## src/rtl/cam_capture_param_if.sv

```systemverilog
// Camera byte stream in, frame-buffer write port out.
// The capture block takes the master view; the camera/buffer side takes the slave view.
interface cam_capture_param_if #(
  parameter int unsigned AW = 15,
  parameter int unsigned DW = 12
);
  logic          CAM_vsync;
  logic          CAM_href;
  logic [7:0]    CAM_px_data;
  logic          DP_RAM_regW;
  logic [AW-1:0] DP_RAM_addr_in;
  logic [DW-1:0] DP_RAM_data_in;

  modport master (
    input  CAM_vsync, CAM_href, CAM_px_data,
    output DP_RAM_regW, DP_RAM_addr_in, DP_RAM_data_in
  );

  modport slave (
    output CAM_vsync, CAM_href, CAM_px_data,
    input  DP_RAM_regW, DP_RAM_addr_in, DP_RAM_data_in
  );
endinterface

```

## src/rtl/cam_capture_param.sv

```systemverilog
// RGB565 camera capture with DEC_X x DEC_Y decimation into a linear frame buffer,
// with single-shot/continuous framing, frame counting and sticky error flags.
module cam_capture_param #(
  parameter int unsigned AW    = 15,
  parameter int unsigned DW    = 12,
  parameter int unsigned SRC_X = 640,
  parameter int unsigned SRC_Y = 480,
  parameter int unsigned DEC_X = 4,
  parameter int unsigned DEC_Y = 4
) (
  input  logic                 clk,
  input  logic                 rst,
  cam_capture_param_if.master  bus,
  input  logic                 single,
  input  logic                 arm,
  output logic                 busy,
  output logic                 frame_done,
  output logic [7:0]           frame_count,
  output logic                 line_err,
  output logic                 overflow
);

  localparam int unsigned SCREEN_X = SRC_X / DEC_X;
  localparam int unsigned SCREEN_Y = SRC_Y / DEC_Y;
  localparam int unsigned PIX      = SCREEN_X * SCREEN_Y;
  localparam int unsigned CW       = $clog2(SRC_X + 1);
  localparam int unsigned RW       = $clog2(SRC_Y + 1);
  localparam int unsigned XW       = (DEC_X > 1) ? $clog2(DEC_X) : 1;
  localparam int unsigned YW       = (DEC_Y > 1) ? $clog2(DEC_Y) : 1;
  localparam int unsigned AW1      = AW + 1;

  localparam logic [CW-1:0]  COL_LIM  = CW'(SRC_X);
  localparam logic [RW-1:0]  ROW_LIM  = RW'(SRC_Y);
  localparam logic [XW-1:0]  XMOD_MAX = XW'(DEC_X - 1);
  localparam logic [YW-1:0]  YMOD_MAX = YW'(DEC_Y - 1);
  localparam logic [AW1-1:0] PIX_A    = AW1'(PIX);

  typedef enum logic [2:0] {
    S_IDLE,
    S_WAIT_VS_HI,
    S_WAIT_VS_LO,
    S_CAPTURE,
    S_DONE
  } state_t;

  state_t r_state;
  state_t w_state_nxt;
  logic   w_start;
  logic   w_end;
  logic   w_cap;

  logic           r_phase;
  logic           r_href_d;
  logic [7:0]     r_hi;
  logic [CW-1:0]  r_col;
  logic [RW-1:0]  r_row;
  logic [XW-1:0]  r_col_mod;
  logic [YW-1:0]  r_row_mod;
  logic [AW1-1:0] r_addr;

  logic           r_regw;
  logic [AW-1:0]  r_addr_out;
  logic [DW-1:0]  r_data_out;
  logic           r_busy;
  logic           r_frame_done;
  logic [7:0]     r_frame_count;
  logic           r_line_err;
  logic           r_overflow;

  logic           w_byte_ev;
  logic           w_line_end;
  logic           w_keep;
  logic           w_room;
  logic [15:0]    w_pix565;
  logic [DW-1:0]  w_pix_conv;

  // State register
  always_ff @(posedge clk or posedge rst) begin
    if (rst) r_state <= S_IDLE;
    else     r_state <= w_state_nxt;
  end

  // Next state and per-cycle frame strobes
  always_comb begin
    w_state_nxt = r_state;
    w_start     = 1'b0;
    w_end       = 1'b0;
    w_cap       = 1'b0;
    unique case (r_state)
      S_IDLE: begin
        if (!single || arm) w_state_nxt = S_WAIT_VS_HI;
      end
      S_WAIT_VS_HI: begin
        if (bus.CAM_vsync) w_state_nxt = S_WAIT_VS_LO;
      end
      S_WAIT_VS_LO: begin
        if (!bus.CAM_vsync) begin
          w_state_nxt = S_CAPTURE;
          w_start     = 1'b1;
        end
      end
      S_CAPTURE: begin
        if (bus.CAM_vsync) begin
          w_state_nxt = S_DONE;
          w_end       = 1'b1;
        end else begin
          w_cap = 1'b1;
        end
      end
      S_DONE: begin
        w_state_nxt = single ? S_IDLE : S_WAIT_VS_LO;
      end
      default: w_state_nxt = S_IDLE;
    endcase
  end

  assign w_byte_ev  = w_cap && bus.CAM_href;
  assign w_line_end = w_cap && !bus.CAM_href && r_href_d;
  assign w_keep     = (r_col_mod == '0) && (r_row_mod == '0) &&
                      (r_col < COL_LIM) && (r_row < ROW_LIM);
  assign w_room     = (r_addr != PIX_A);
  assign w_pix565   = {r_hi, bus.CAM_px_data};

  // Colour reduction: keep the MSBs of each RGB565 channel
  if (DW == 8) begin : g_rgb332
    logic w_unused_bits;
    assign w_pix_conv    = {w_pix565[15:13], w_pix565[10:8], w_pix565[4:3]};
    assign w_unused_bits = ^{w_pix565[12:11], w_pix565[7:5], w_pix565[2:0]};
  end else if (DW == 12) begin : g_rgb444
    logic w_unused_bits;
    assign w_pix_conv    = {w_pix565[15:12], w_pix565[10:7], w_pix565[4:1]};
    assign w_unused_bits = ^{w_pix565[11], w_pix565[6:5], w_pix565[0]};
  end else begin : g_rgb565
    assign w_pix_conv = DW'(w_pix565);
  end

  // Byte assembly, decimation counters, buffer writes and status
  always_ff @(posedge clk or posedge rst) begin
    if (rst) begin
      r_phase       <= 1'b0;
      r_href_d      <= 1'b0;
      r_hi          <= '0;
      r_col         <= '0;
      r_row         <= '0;
      r_col_mod     <= '0;
      r_row_mod     <= '0;
      r_addr        <= '0;
      r_regw        <= 1'b0;
      r_addr_out    <= '0;
      r_data_out    <= '0;
      r_busy        <= 1'b0;
      r_frame_done  <= 1'b0;
      r_frame_count <= '0;
      r_line_err    <= 1'b0;
      r_overflow    <= 1'b0;
    end else begin
      r_regw       <= 1'b0;
      r_frame_done <= w_end;
      r_busy       <= (w_state_nxt != S_IDLE);
      r_href_d     <= w_byte_ev;

      if (w_start) begin
        r_phase    <= 1'b0;
        r_col      <= '0;
        r_row      <= '0;
        r_col_mod  <= '0;
        r_row_mod  <= '0;
        r_addr     <= '0;
        r_line_err <= 1'b0;
        r_overflow <= 1'b0;
      end

      if (w_byte_ev) begin
        r_phase <= ~r_phase;
        if (!r_phase) begin
          r_hi <= bus.CAM_px_data;
        end else begin
          if (r_col != COL_LIM) r_col <= r_col + CW'(1);
          r_col_mod <= (r_col_mod == '0) ? XMOD_MAX : r_col_mod - XW'(1);
          if (w_keep) begin
            if (w_room) begin
              r_regw     <= 1'b1;
              r_addr_out <= r_addr[AW-1:0];
              r_data_out <= w_pix_conv;
              r_addr     <= r_addr + AW1'(1);
            end else begin
              r_overflow <= 1'b1;
            end
          end
        end
      end

      // Line end drops any half-assembled pixel
      if (w_line_end) begin
        if (r_row != ROW_LIM) r_row <= r_row + RW'(1);
        r_row_mod <= (r_row_mod == '0) ? YMOD_MAX : r_row_mod - YW'(1);
        r_col     <= '0;
        r_col_mod <= '0;
        r_phase   <= 1'b0;
        if (r_phase) r_line_err <= 1'b1;
      end

      if (w_end && r_phase) r_line_err <= 1'b1;

      if (r_state == S_DONE) r_frame_count <= r_frame_count + 8'd1;
    end
  end

  assign bus.DP_RAM_regW    = r_regw;
  assign bus.DP_RAM_addr_in = r_addr_out;
  assign bus.DP_RAM_data_in = r_data_out;
  assign busy               = r_busy;
  assign frame_done         = r_frame_done;
  assign frame_count        = r_frame_count;
  assign line_err           = r_line_err;
  assign overflow           = r_overflow;

endmodule

```

## src/flat_wrapper.sv

```systemverilog
// flat-port wrapper written by rule: the top's interface ports become plain ports
module cam_capture_param_flat 
#(
  parameter int unsigned AW    = 15,
  parameter int unsigned DW    = 12,
  parameter int unsigned SRC_X = 640,
  parameter int unsigned SRC_Y = 480,
  parameter int unsigned DEC_X = 4,
  parameter int unsigned DEC_Y = 4
)
  (clk, rst, single, arm, busy, frame_done, frame_count, line_err, overflow, bus_CAM_vsync, bus_CAM_href, bus_CAM_px_data, bus_DP_RAM_regW, bus_DP_RAM_addr_in, bus_DP_RAM_data_in);
  cam_capture_param_if #(.AW(AW), .DW(DW)) bus_i ();
  input  logic clk;
  input  logic rst;
  input  logic single;
  input  logic arm;
  output logic busy;
  output logic frame_done;
  output logic [7:0] frame_count;
  output logic line_err;
  output logic overflow;
  input wire logic [$bits(bus_i.CAM_vsync)-1:0] bus_CAM_vsync;
  input wire logic [$bits(bus_i.CAM_href)-1:0] bus_CAM_href;
  input wire logic [$bits(bus_i.CAM_px_data)-1:0] bus_CAM_px_data;
  output wire logic [$bits(bus_i.DP_RAM_regW)-1:0] bus_DP_RAM_regW;
  output wire logic [$bits(bus_i.DP_RAM_addr_in)-1:0] bus_DP_RAM_addr_in;
  output wire logic [$bits(bus_i.DP_RAM_data_in)-1:0] bus_DP_RAM_data_in;
  assign bus_i.CAM_vsync = bus_CAM_vsync;
  assign bus_i.CAM_href = bus_CAM_href;
  assign bus_i.CAM_px_data = bus_CAM_px_data;
  assign bus_DP_RAM_regW = bus_i.DP_RAM_regW;
  assign bus_DP_RAM_addr_in = bus_i.DP_RAM_addr_in;
  assign bus_DP_RAM_data_in = bus_i.DP_RAM_data_in;
  cam_capture_param #(.AW(AW), .DW(DW), .SRC_X(SRC_X), .SRC_Y(SRC_Y), .DEC_X(DEC_X), .DEC_Y(DEC_Y)) u_core (.clk(clk), .rst(rst), .bus(bus_i), .single(single), .arm(arm), .busy(busy), .frame_done(frame_done), .frame_count(frame_count), .line_err(line_err), .overflow(overflow));
endmodule
```

## config.mk

```make
export PLATFORM = sky130hd
export DESIGN_NAME = cam_capture_param_flat
export DESIGN_NICKNAME = d
export VERILOG_FILES = /design/src/rtl/cam_capture_param_if.sv /design/src/rtl/cam_capture_param.sv /design/src/flat_wrapper.sv
export SDC_FILE = /design/constraint.sdc
export NUM_CORES = 1
export LEC_CHECK = 0
export ABC_AREA = 1
export CORE_MARGIN = 4
export CORE_UTILIZATION = 45
export CTS_CLUSTER_DIAMETER = 60
export CTS_CLUSTER_SIZE = 28
export DETAILED_ROUTE_END_ITERATION = 8
export GPL_ROUTABILITY_DRIVEN = 0
export GPL_TIMING_DRIVEN = 0
export MAX_ROUTING_LAYER = met4
export PLACE_DENSITY = 0.66
export SKIP_CTS_REPAIR_TIMING = 1
export SYNTH_ARGS = -nofsm -noshare
export SYNTH_HDL_FRONTEND = slang
export SYNTH_SLANG_ARGS = --single-unit
```

## constraint.sdc

```tcl
create_clock -name clk -period 4.3 [get_ports clk]
set_clock_uncertainty 0.1 [all_clocks]
set_input_delay 1.075 -clock clk [delete_from_list [all_inputs] [get_ports clk]]
set_output_delay 1.075 -clock clk [all_outputs]
set_load 0.05 [all_outputs]
```

==> results of run 1 <==
[power by group]
| group | internal, µW | total (µW) | leakage, µW | switching [µW] |
|---|---|---|---|---|
| Clock | 280 | 616 | 0.000104 | 336 |
| Combinational | 291 | 880 | 0.00121 | 589 |
| Sequential | 1010 | 1140 | 0.00123 | 125 |
[area by class of cell]
cell class                 instances  area [µm²]
fill                             916        4350
sequential                        91        2280
multi-input combinational        398        1950
timing repair buffer              54         558
inverter                          74         280
tap                              133         166
clock buffer                       9         124
clock inverter                     7        82.6
buffer                            13        71.3
[state kept, by name, summed over array words and instances (netlist names), 3 cells and up]
register	cells
u_core.bus.DP_RAM_data_in	12
u_core.frame_count	8
u_core.r_col	10
u_core.r_state	3
u_core.r_row	9
u_core.bus.DP_RAM_addr_in	15
u_core.r_hi	7
u_core.r_addr	16
[layer usage]
| metal | vias to the layer above | part of all wire (%) |
|---|---|---|
| met5 | - | 0 |
| met4 | 0 | 2.0 |
| met3 | 16 | 4.7 |
| met2 | 91 | 45 |
| met1 | 1872 | 48 |
| li1 | 1965 | - |
[cells in the final DEF (no fill, tap or decap), types with 8 or more instances in the layout]
| cell | synthesis | routed |
|---|---|---|
| sky130_fd_sc_hd__nand2_1 | 140 | 140 |
| sky130_fd_sc_hd__xor2_1 | 9 | 9 |
| sky130_fd_sc_hd__ha_1 | 9 | 9 |
| sky130_fd_sc_hd__o21ai_1 | 22 | 22 |
| sky130_fd_sc_hd__inv_1 | 66 | 65 |
| sky130_fd_sc_hd__nand3_1 | 43 | 43 |
| sky130_fd_sc_hd__clkbuf_8 | 0 | 9 |
| sky130_fd_sc_hd__nor3_1 | 11 | 11 |
| sky130_fd_sc_hd__a21oi_1 | 15 | 15 |
| sky130_fd_sc_hd__inv_2 | 8 | 8 |
| sky130_fd_sc_hd__clkdlybuf4s50_1 | 0 | 53 |
| sky130_fd_sc_hd__o21ai_0 | 32 | 32 |
| sky130_fd_sc_hd__buf_2 | 9 | 9 |
| sky130_fd_sc_hd__dfrtp_1 | 91 | 91 |
| sky130_fd_sc_hd__nor2_1 | 75 | 75 |
| sky130_fd_sc_hd__nand4_1 | 9 | 9 |
[worst max path at each step]
| stage | cells past startpoint | end | slack, ns | start |
|---|---|---|---|---|
| after floorplan | 1 | u_core.bus.DP_RAM_addr_in[0]$_DFFE_PP0P_ | 0.76 | rst |
| after global placement | 2 | u_core.r_col_mod[1]$_DFF_PP0_ | -0.70 | rst |
| after detailed placement | 6 | u_core.r_col[4]$_DFF_PP0_ | 1.31 | bus_CAM_vsync |
| after CTS | 1 | frame_count[0] | 1.47 | u_core.frame_count[0]$_DFFE_PP0N_ |
| after global routing | 1 | frame_count[5] | 1.42 | u_core.frame_count[5]$_DFFE_PP0N_ |
| final | 1 | frame_count[0] | 1.49 | u_core.frame_count[0]$_DFFE_PP0N_ |
[per-stage QoR]
stage,setup TNS [ns],setup WS (ns),total power [µW],instances
after floorplan,0,0.761,1750,576
after global placement,-62.85,-0.695,2010,762
after detailed placement,0,1.31,2040,763
after CTS,0,1.47,2660,779
after global routing,0,1.42,2790,779
final,0,1.49,2630,779
[cells by family after synthesis]
kind of cell | count (synthesis)
and+or+nand+nor | 295
DFF | 91
buffers and inverters | 87
AOI/OAI and AO/OA | 79
xor gates and xnor gates | 14
adders and majority gates | 9
muxes | 1
[cell usage after synthesis]
library cell,n
sky130_fd_sc_hd__nand2_1,140
sky130_fd_sc_hd__xnor2_1,5
sky130_fd_sc_hd__nor2_2,4
sky130_fd_sc_hd__o21bai_1,1
sky130_fd_sc_hd__nor3_1,11
sky130_fd_sc_hd__nand3_4,2
sky130_fd_sc_hd__clkbuf_1,2
sky130_fd_sc_hd__nand4_1,9
sky130_fd_sc_hd__or2_2,1
sky130_fd_sc_hd__buf_4,1
sky130_fd_sc_hd__ha_1,9
sky130_fd_sc_hd__nor2_1,75
sky130_fd_sc_hd__inv_1,66
sky130_fd_sc_hd__nand3_2,2
sky130_fd_sc_hd__dfrtp_1,91
sky130_fd_sc_hd__a21oi_1,15
sky130_fd_sc_hd__buf_2,9
sky130_fd_sc_hd__nand3b_1,1
sky130_fd_sc_hd__o22ai_1,1
sky130_fd_sc_hd__a31oi_1,2
sky130_fd_sc_hd__nand2_2,3
sky130_fd_sc_hd__nor2_4,4
sky130_fd_sc_hd__o21ai_0,32
sky130_fd_sc_hd__o21ai_1,22
sky130_fd_sc_hd__buf_6,1
sky130_fd_sc_hd__a211oi_1,1
sky130_fd_sc_hd__inv_2,8
sky130_fd_sc_hd__mux2_2,1
sky130_fd_sc_hd__nand3_1,43
sky130_fd_sc_hd__o31ai_1,5
sky130_fd_sc_hd__xor2_1,9
==> reports/summary.json, run 1 <==
{
  "timing": {
    "final_setup_violation_count": 0,
    "rsz0062_at_grt": "false",
    "fin_hold_ws_ns": 0.376,
    "worst_pin_slew_ns": 0.610,
    "finalCriticalPeriod_ns": 2.81,
    "slew_viols_final": 0,
    "post-route-period-util_pct": 65.3,
    "timing_hold_violations_final": 0,
    "slew_headroom_pct": 59.3,
    "timing.fmax_ghz": 0.356
  },
  "finish": {
    "finish.net_count": 664,
    "num_antenna_cells": 0,
    "utilization_pct": 55.9,
    "postLayoutCellArea_um2": 5510,
    "layout-drive-gt1-share_pct": 8.36,
    "synthToLayoutAreaGrowth_pct": 20.4
  },
  "detailed_routing": {
    "vias": 3944,
    "drt.antenna.violating_nets": 0,
    "first_pass_iters": 5,
    "drt_first_iter_violations": 238,
    "wl_cell_um": 13.8,
    "drt-total-wl_mm": 10.8,
    "viasPerCell": 5.06,
    "post-route-drc-count": 0
  },
  "setup_path": {
    "worst-r2r-setup-slack_ns": 2.27,
    "start_kind": "register",
    "crit_path_cell_trace": "clkdlybuf4s50_1",
    "critPathKind": "register to primary output",
    "critPathMaxStageDelay_ns": 0.83,
    "regToRegStartpoint": "u_core.r_state[2]$_DFF_PP0_",
    "worstReg2RegEnd": "u_core.r_col[4]$_DFF_PP0_",
    "worst_path_max_delay_cell": "sky130_fd_sc_hd__clkdlybuf4s50_1",
    "worstPathBufferInverterCount": 1,
    "timing.critical_path.max_delay_family": "buffers and inverters",
    "worstPathRequired_ns": 3.12,
    "worst_setup_path_end_kind": "primary output",
    "worstPathMaxFanout": 4,
    "reg2regPathDepth": 7,
    "crit_path_arrival_time_ns": 1.63
  },
  "synthesis": {
    "area_share_of_the_largest_cell_type_after_synthesis_pct": 49.7,
    "synth-warning-count": 0,
    "dominant_combinational_cell_family_by_area_after_synthesis": "simple AND/OR/NAND/NOR gates",
    "avgSynthCellArea_um2": 7.95,
    "synth.net_count": 599,
    "yosys.cell_types.count": 31,
    "yosysTopAreaCell": "sky130_fd_sc_hd__dfrtp_1",
    "post_synth_instance_area_um2": 4580,
    "synthesis.instances": 576,
    "post_synth_fa_ha_maj_area_fraction_pct": 2.46,
    "seq_area_frac_synth_pct": 49.7,
    "ys_top_cells_by_area": "sky130_fd_sc_hd__dfrtp_1 (50%), sky130_fd_sc_hd__nand2_1 (11%), sky130_fd_sc_hd__nor2_1 (6.1%)",
    "muxShareOfSynthArea_pct": 0.246,
    "yosys.area_share.xor_xnor_pct": 2.68,
    "synth_compound_area_share_pct": 9.10,
    "yosys.area_share.simple_pct": 28.2,
    "synth-seq-cells": 91
  },
  "floorplanning": {
    "placeableCoreArea_um2": 9860,
    "pin_count": 54,
    "die-width_um": 109,
    "die_height_um": 109,
    "die-area_um2": 11900,
    "effective_utilization_at_floorplan_pct": 46.4,
    "rows": 36
  },
  "global_route": {
    "largest_net_degree_at_the_start_of_global_routing": 62,
    "antenna_found_initial": 0,
    "grt_use_total_pct": 19.9,
    "grt_util_met2_pct": 28.6,
    "top_usage_layer": "met2",
    "wire_length_of_the_first_global_routing_pass_mm": 18.0,
    "grt.met1_usage_pct": 28.0,
    "globalRouteOverflowTotal": 0,
    "grtUsageMet3_pct": 4.09,
    "grt_pass1_vias": 3695
  },
  "clocking": {
    "path_clk_slew_ns": 0.10,
    "cts_made_buffers": 9,
    "cts_tree": "done",
    "root_buffer": "sky130_fd_sc_hd__clkbuf_8",
    "cts_buffer_depth": 2,
    "worstSkewPairLatency_ns": 0.37,
    "clock_tree.htree_level_count": 3,
    "cts.sinks": 91
  },
  "power": {
    "leak_pwr_uw": 0.00254,
    "worst_ir_drop_on_vdd_uv": 307,
    "power-per-cell-area_nw_per_um2": 477
  },
  "placement": {
    "port-buffer-count": 53,
    "placed_area_um2": 5310,
    "dp_hpwl_mm": 7.78
  },
  "status": {
    "outcome": "finished clean"
  },
  "min_path": {
    "timing.hold.worst.start": "u_core.frame_count[7]$_DFFE_PP0N_",
    "hold_class": "register to register",
    "whs_path_depth": 1,
    "worst_hold_path.endpoint": "u_core.frame_count[7]$_DFFE_PP0N_"
  },
  "run": {
    "timing.max_cap.violations": 0
  }
}
Note: power is estimated with default switching activity, not from simulation.
==> run 2, diff against run 1 <==
==> constraint.sdc (replaced) <==
create_clock -name clk -period 2.6 [get_ports clk]
set_clock_uncertainty 0.1 [all_clocks]
set_input_delay 0.65 -clock clk [delete_from_list [all_inputs] [get_ports clk]]
set_output_delay 0.65 -clock clk [all_outputs]
set_load 0.05 [all_outputs]
==> reports/summary.json, run 2 (synthesized netlist as in run 1, its figures left out) <==
{
  "finish": {
    "final_cell_mix": "sky130_fd_sc_hd__nand2_1 (140), sky130_fd_sc_hd__dfrtp_1 (91), sky130_fd_sc_hd__nor2_1 (75)",
    "max_reg_flops": {"value": 16, "change": "unchanged"},
    "layout.cells.most_common": "sky130_fd_sc_hd__nand2_1",
    "layout-drive-gt1-share": {"value": 8.50, "unit": "%", "change": "+0.14 points"},
    "max_flop_register": "u_core.r_addr",
    "finish.net_count": {"value": 665, "change": "+0.15%"},
    "synthToLayoutAreaGrowth_pct": 20.9,
    "final-instance-count-excl-fill": {"value": 780, "change": "+0.13%"},
    "num_antenna_cells": {"value": 0, "change": "unchanged"}
  },
  "power": {
    "leak_pwr": {"value": 0.00254, "unit": "µW", "change": "about the same"},
    "power-per-cell-area": {"value": 796, "unit": "nW/µm²", "change": "+67%"},
    "worst_ir_drop_on_vdd": {"value": 339, "unit": "µV", "change": "+10%"},
    "post-layout-total-power": {"value": 4410, "unit": "µW", "change": "+68%"}
  },
  "global_route": {
    "wire_length_of_the_first_global_routing_pass": {"value": 18.4, "unit": "mm", "change": "+1.8%"},
    "globalRouteOverflowTotal": {"value": 0, "change": "unchanged"},
    "largest_net_degree_at_the_start_of_global_routing": {"value": 42, "change": "-32%"},
    "antenna_found_initial": {"value": 0, "change": "unchanged"},
    "grt_use_total": {"value": 20.4, "unit": "%", "change": "+0.50 points"},
    "grt_pass1_vias": {"value": 3808, "change": "+3.1%"}
  },
  "run": {
    "timing.max_cap.violations": {"value": 0, "change": "unchanged"}
  },
  "floorplanning": {
    "die-width": {"value": 109, "unit": "µm", "change": "unchanged"},
    "die-area": {"value": 11900, "unit": "µm²", "change": "unchanged"},
    "pin_count": {"value": 54, "change": "unchanged"},
    "rows": {"value": 36, "change": "unchanged"},
    "effective_utilization_at_floorplan": {"value": 46.4, "unit": "%", "change": "unchanged"},
    "placeableCoreArea": {"value": 9860, "unit": "µm²", "change": "unchanged"},
    "die_height": {"value": 109, "unit": "µm", "change": "unchanged"}
  },
  "detailed_routing": {
    "wl_cell": {"value": 14.0, "unit": "µm", "change": "+1.1%"},
    "first_pass_iters": {"value": 5, "change": "unchanged"},
    "vias": {"value": 3975, "change": "+0.79%"},
    "drt.antenna.violating_nets": {"value": 0, "change": "unchanged"},
    "drt_first_iter_violations": {"value": 314, "change": "+32%"},
    "viasPerCell": {"value": 5.10, "change": "+0.66%"},
    "post-route-drc-count": {"value": 0, "change": "unchanged"},
    "drt-total-wl": {"value": 10.9, "unit": "mm", "change": "+1.3%"}
  },
  "timing": {
    "finalCriticalPeriod_ns": 2.36,
    "worst_pin_slew": {"value": 0.583, "unit": "ns", "change": "-0.0271 ns"},
    "timing.fmax_ghz": 0.424,
    "timing_hold_violations_final": {"value": 0, "change": "unchanged"},
    "slew_viols_final": {"value": 0, "change": "unchanged"},
    "slew_headroom": {"value": 61.1, "unit": "%", "change": "+1.8 points"},
    "rsz0062_at_grt": "false",
    "post-route-period-util_pct": 90.7,
    "fin_hold_ws": {"value": 0.376, "unit": "ns", "change": "+0.000436 ns"},
    "final_setup_violation_count": {"value": 0, "change": "unchanged"}
  },
  "setup_path": {
    "cp-endpoint": "frame_count[0]",
    "worst_path_max_delay_cell": "sky130_fd_sc_hd__clkdlybuf4s50_1",
    "crit_path_arrival_time": {"value": 1.61, "unit": "ns", "change": "-0.02 ns"},
    "worstPathMaxFanout": {"value": 4, "change": "unchanged"},
    "worst-r2r-setup-slack": {"value": 0.53, "unit": "ns", "change": "-1.74 ns"},
    "reg2regPathDepth": {"value": 7, "change": "unchanged"},
    "regToRegStartpoint": "u_core.r_state[2]$_DFF_PP0_",
    "worst_setup_path_end_kind": "primary output",
    "critPathKind": "register to primary output",
    "worstReg2RegEnd": "u_core.r_col[4]$_DFF_PP0_",
    "timing.critical_path.max_delay_family": "buffers and inverters",
    "start_kind": "register",
    "worstPathBufferInverterCount": {"value": 1, "change": "unchanged"},
    "worstSetupStartpoint": "u_core.frame_count[0]$_DFFE_PP0N_",
    "worstPathRequired": {"value": 1.85, "unit": "ns", "change": "-1.27 ns"},
    "timing.critical_path.depth": {"value": 1, "change": "unchanged"},
    "critPathMaxStageDelay": {"value": 0.83, "unit": "ns", "change": "about the same"},
    "crit_path_cell_trace": "clkdlybuf4s50_1"
  },
  "clocking": {
    "cts_made_buffers": {"value": 9, "change": "unchanged"},
    "path_clk_slew": {"value": 0.09, "unit": "ns", "change": "about the same"},
    "worstSkewPairLatency": {"value": 0.37, "unit": "ns", "change": "about the same"},
    "cts_buffer_depth": {"value": 2, "change": "unchanged"},
    "cts.sinks": {"value": 91, "change": "unchanged"},
    "clock_tree.htree_level_count": {"value": 3, "change": "unchanged"},
    "cts_tree": "done",
    "root_buffer": "sky130_fd_sc_hd__clkbuf_8"
  },
  "min_path": {
    "hold_class": "register to register",
    "timing.hold.worst.start": "u_core.frame_count[7]$_DFFE_PP0N_"
  },
  "placement": {
    "place_inst": {"value": 764, "change": "+0.13%"},
    "port-buffer-count": {"value": 53, "change": "unchanged"},
    "dp_hpwl": {"value": 7.88, "unit": "mm", "change": "+1.3%"}
  },
  "status": {
    "outcome": "finished clean"
  }
}
==> run 2: cell count changes in the layout (fill, tap and decap cells not counted) <==
cell,change
sky130_fd_sc_hd__inv_6,-2
sky130_fd_sc_hd__clkinv_2,+1
sky130_fd_sc_hd__buf_16,-1
sky130_fd_sc_hd__clkinvlp_4,+3
sky130_fd_sc_hd__inv_8,-2
sky130_fd_sc_hd__inv_4,-1
sky130_fd_sc_hd__buf_12,+2
sky130_fd_sc_hd__bufinv_16,+1
==> run 2: worst min path at each step <==
| stage | slack, ns | depth (start not counted) | end |
|---|---|---|---|
| after floorplan | 0.34 | 2 | u_core.bus.DP_RAM_data_in[11]$_DFFE_PP0P_ |
| after CTS | 0.38 | 1 | u_core.frame_count[7]$_DFFE_PP0N_ |
| final | 0.38 | 1 | u_core.frame_count[7]$_DFFE_PP0N_ |
| after global placement | 0.36 | 1 | u_core.frame_count[7]$_DFFE_PP0N_ |
| after global routing | 0.41 | 1 | u_core.frame_count[7]$_DFFE_PP0N_ |
| after detailed placement | 0.37 | 1 | u_core.frame_count[7]$_DFFE_PP0N_ |
==> run 2: final cells by class <==
type	count	area [µm²]
tap	133	166
multi-input combinational	398	1950
fill	904	4330
clock inverter	7	92.6
buffer	13	71.3
clock buffer	9	124
timing repair buffer	55	571
sequential	91	2280
inverter	74	282
==> run 2: layer usage <==
metal / GRT usage [%] / part of all wire [%]
met1: 27.9 / 49
met2: 30.1 / 46
met3: 2.55 / 3.4
met4: 9.92 / 2.5
met5: - / 0
==> run 2: worst register-to-register path, delay by kind of cell, from the launching register on <==
kind | cells | cell delay (ns)
compound gates | 1 | 0.18
flops | 1 | 0.47
buf+inv | 2 | 0.61
simple gates | 4 | 0.61
==> run 2: report_power, final <==
part           leakage [µW]  switching (µW)  internal [µW]
Clock              0.000101             527            538
Sequential          0.00123             201           1670
Combinational       0.00121             990            483
Total               0.00254            1720           2690
==> run 2: stage by stage <==
step	instance area [µm²]	setup slack (ns)	util, %	setup TNS [ns]
2_1_floorplan	4580	0.786	-	0
3_3_place_gp	5280	-0.215	53.5	-19.21
3_5_place_dp	5320	0.0193	53.9	0
4_1_cts	5540	0.211	56.1	0
5_1_grt	5540	0.175	56.1	0
6_report	5540	0.243	56.1	0
==> run 3, diff against run 2 <==
--- a/config.mk
+++ b/config.mk
@@ -16,6 +16,7 @@
 export MAX_ROUTING_LAYER = met4
 export PLACE_DENSITY = 0.66
 export SKIP_CTS_REPAIR_TIMING = 1
+export SKIP_LAST_GASP = 1
 export SYNTH_ARGS = -nofsm -noshare
 export SYNTH_HDL_FRONTEND = slang
 export SYNTH_SLANG_ARGS = --single-unit
==> results of run 3 <==
Final layout, timing and power as in run 2 (identical DEF).
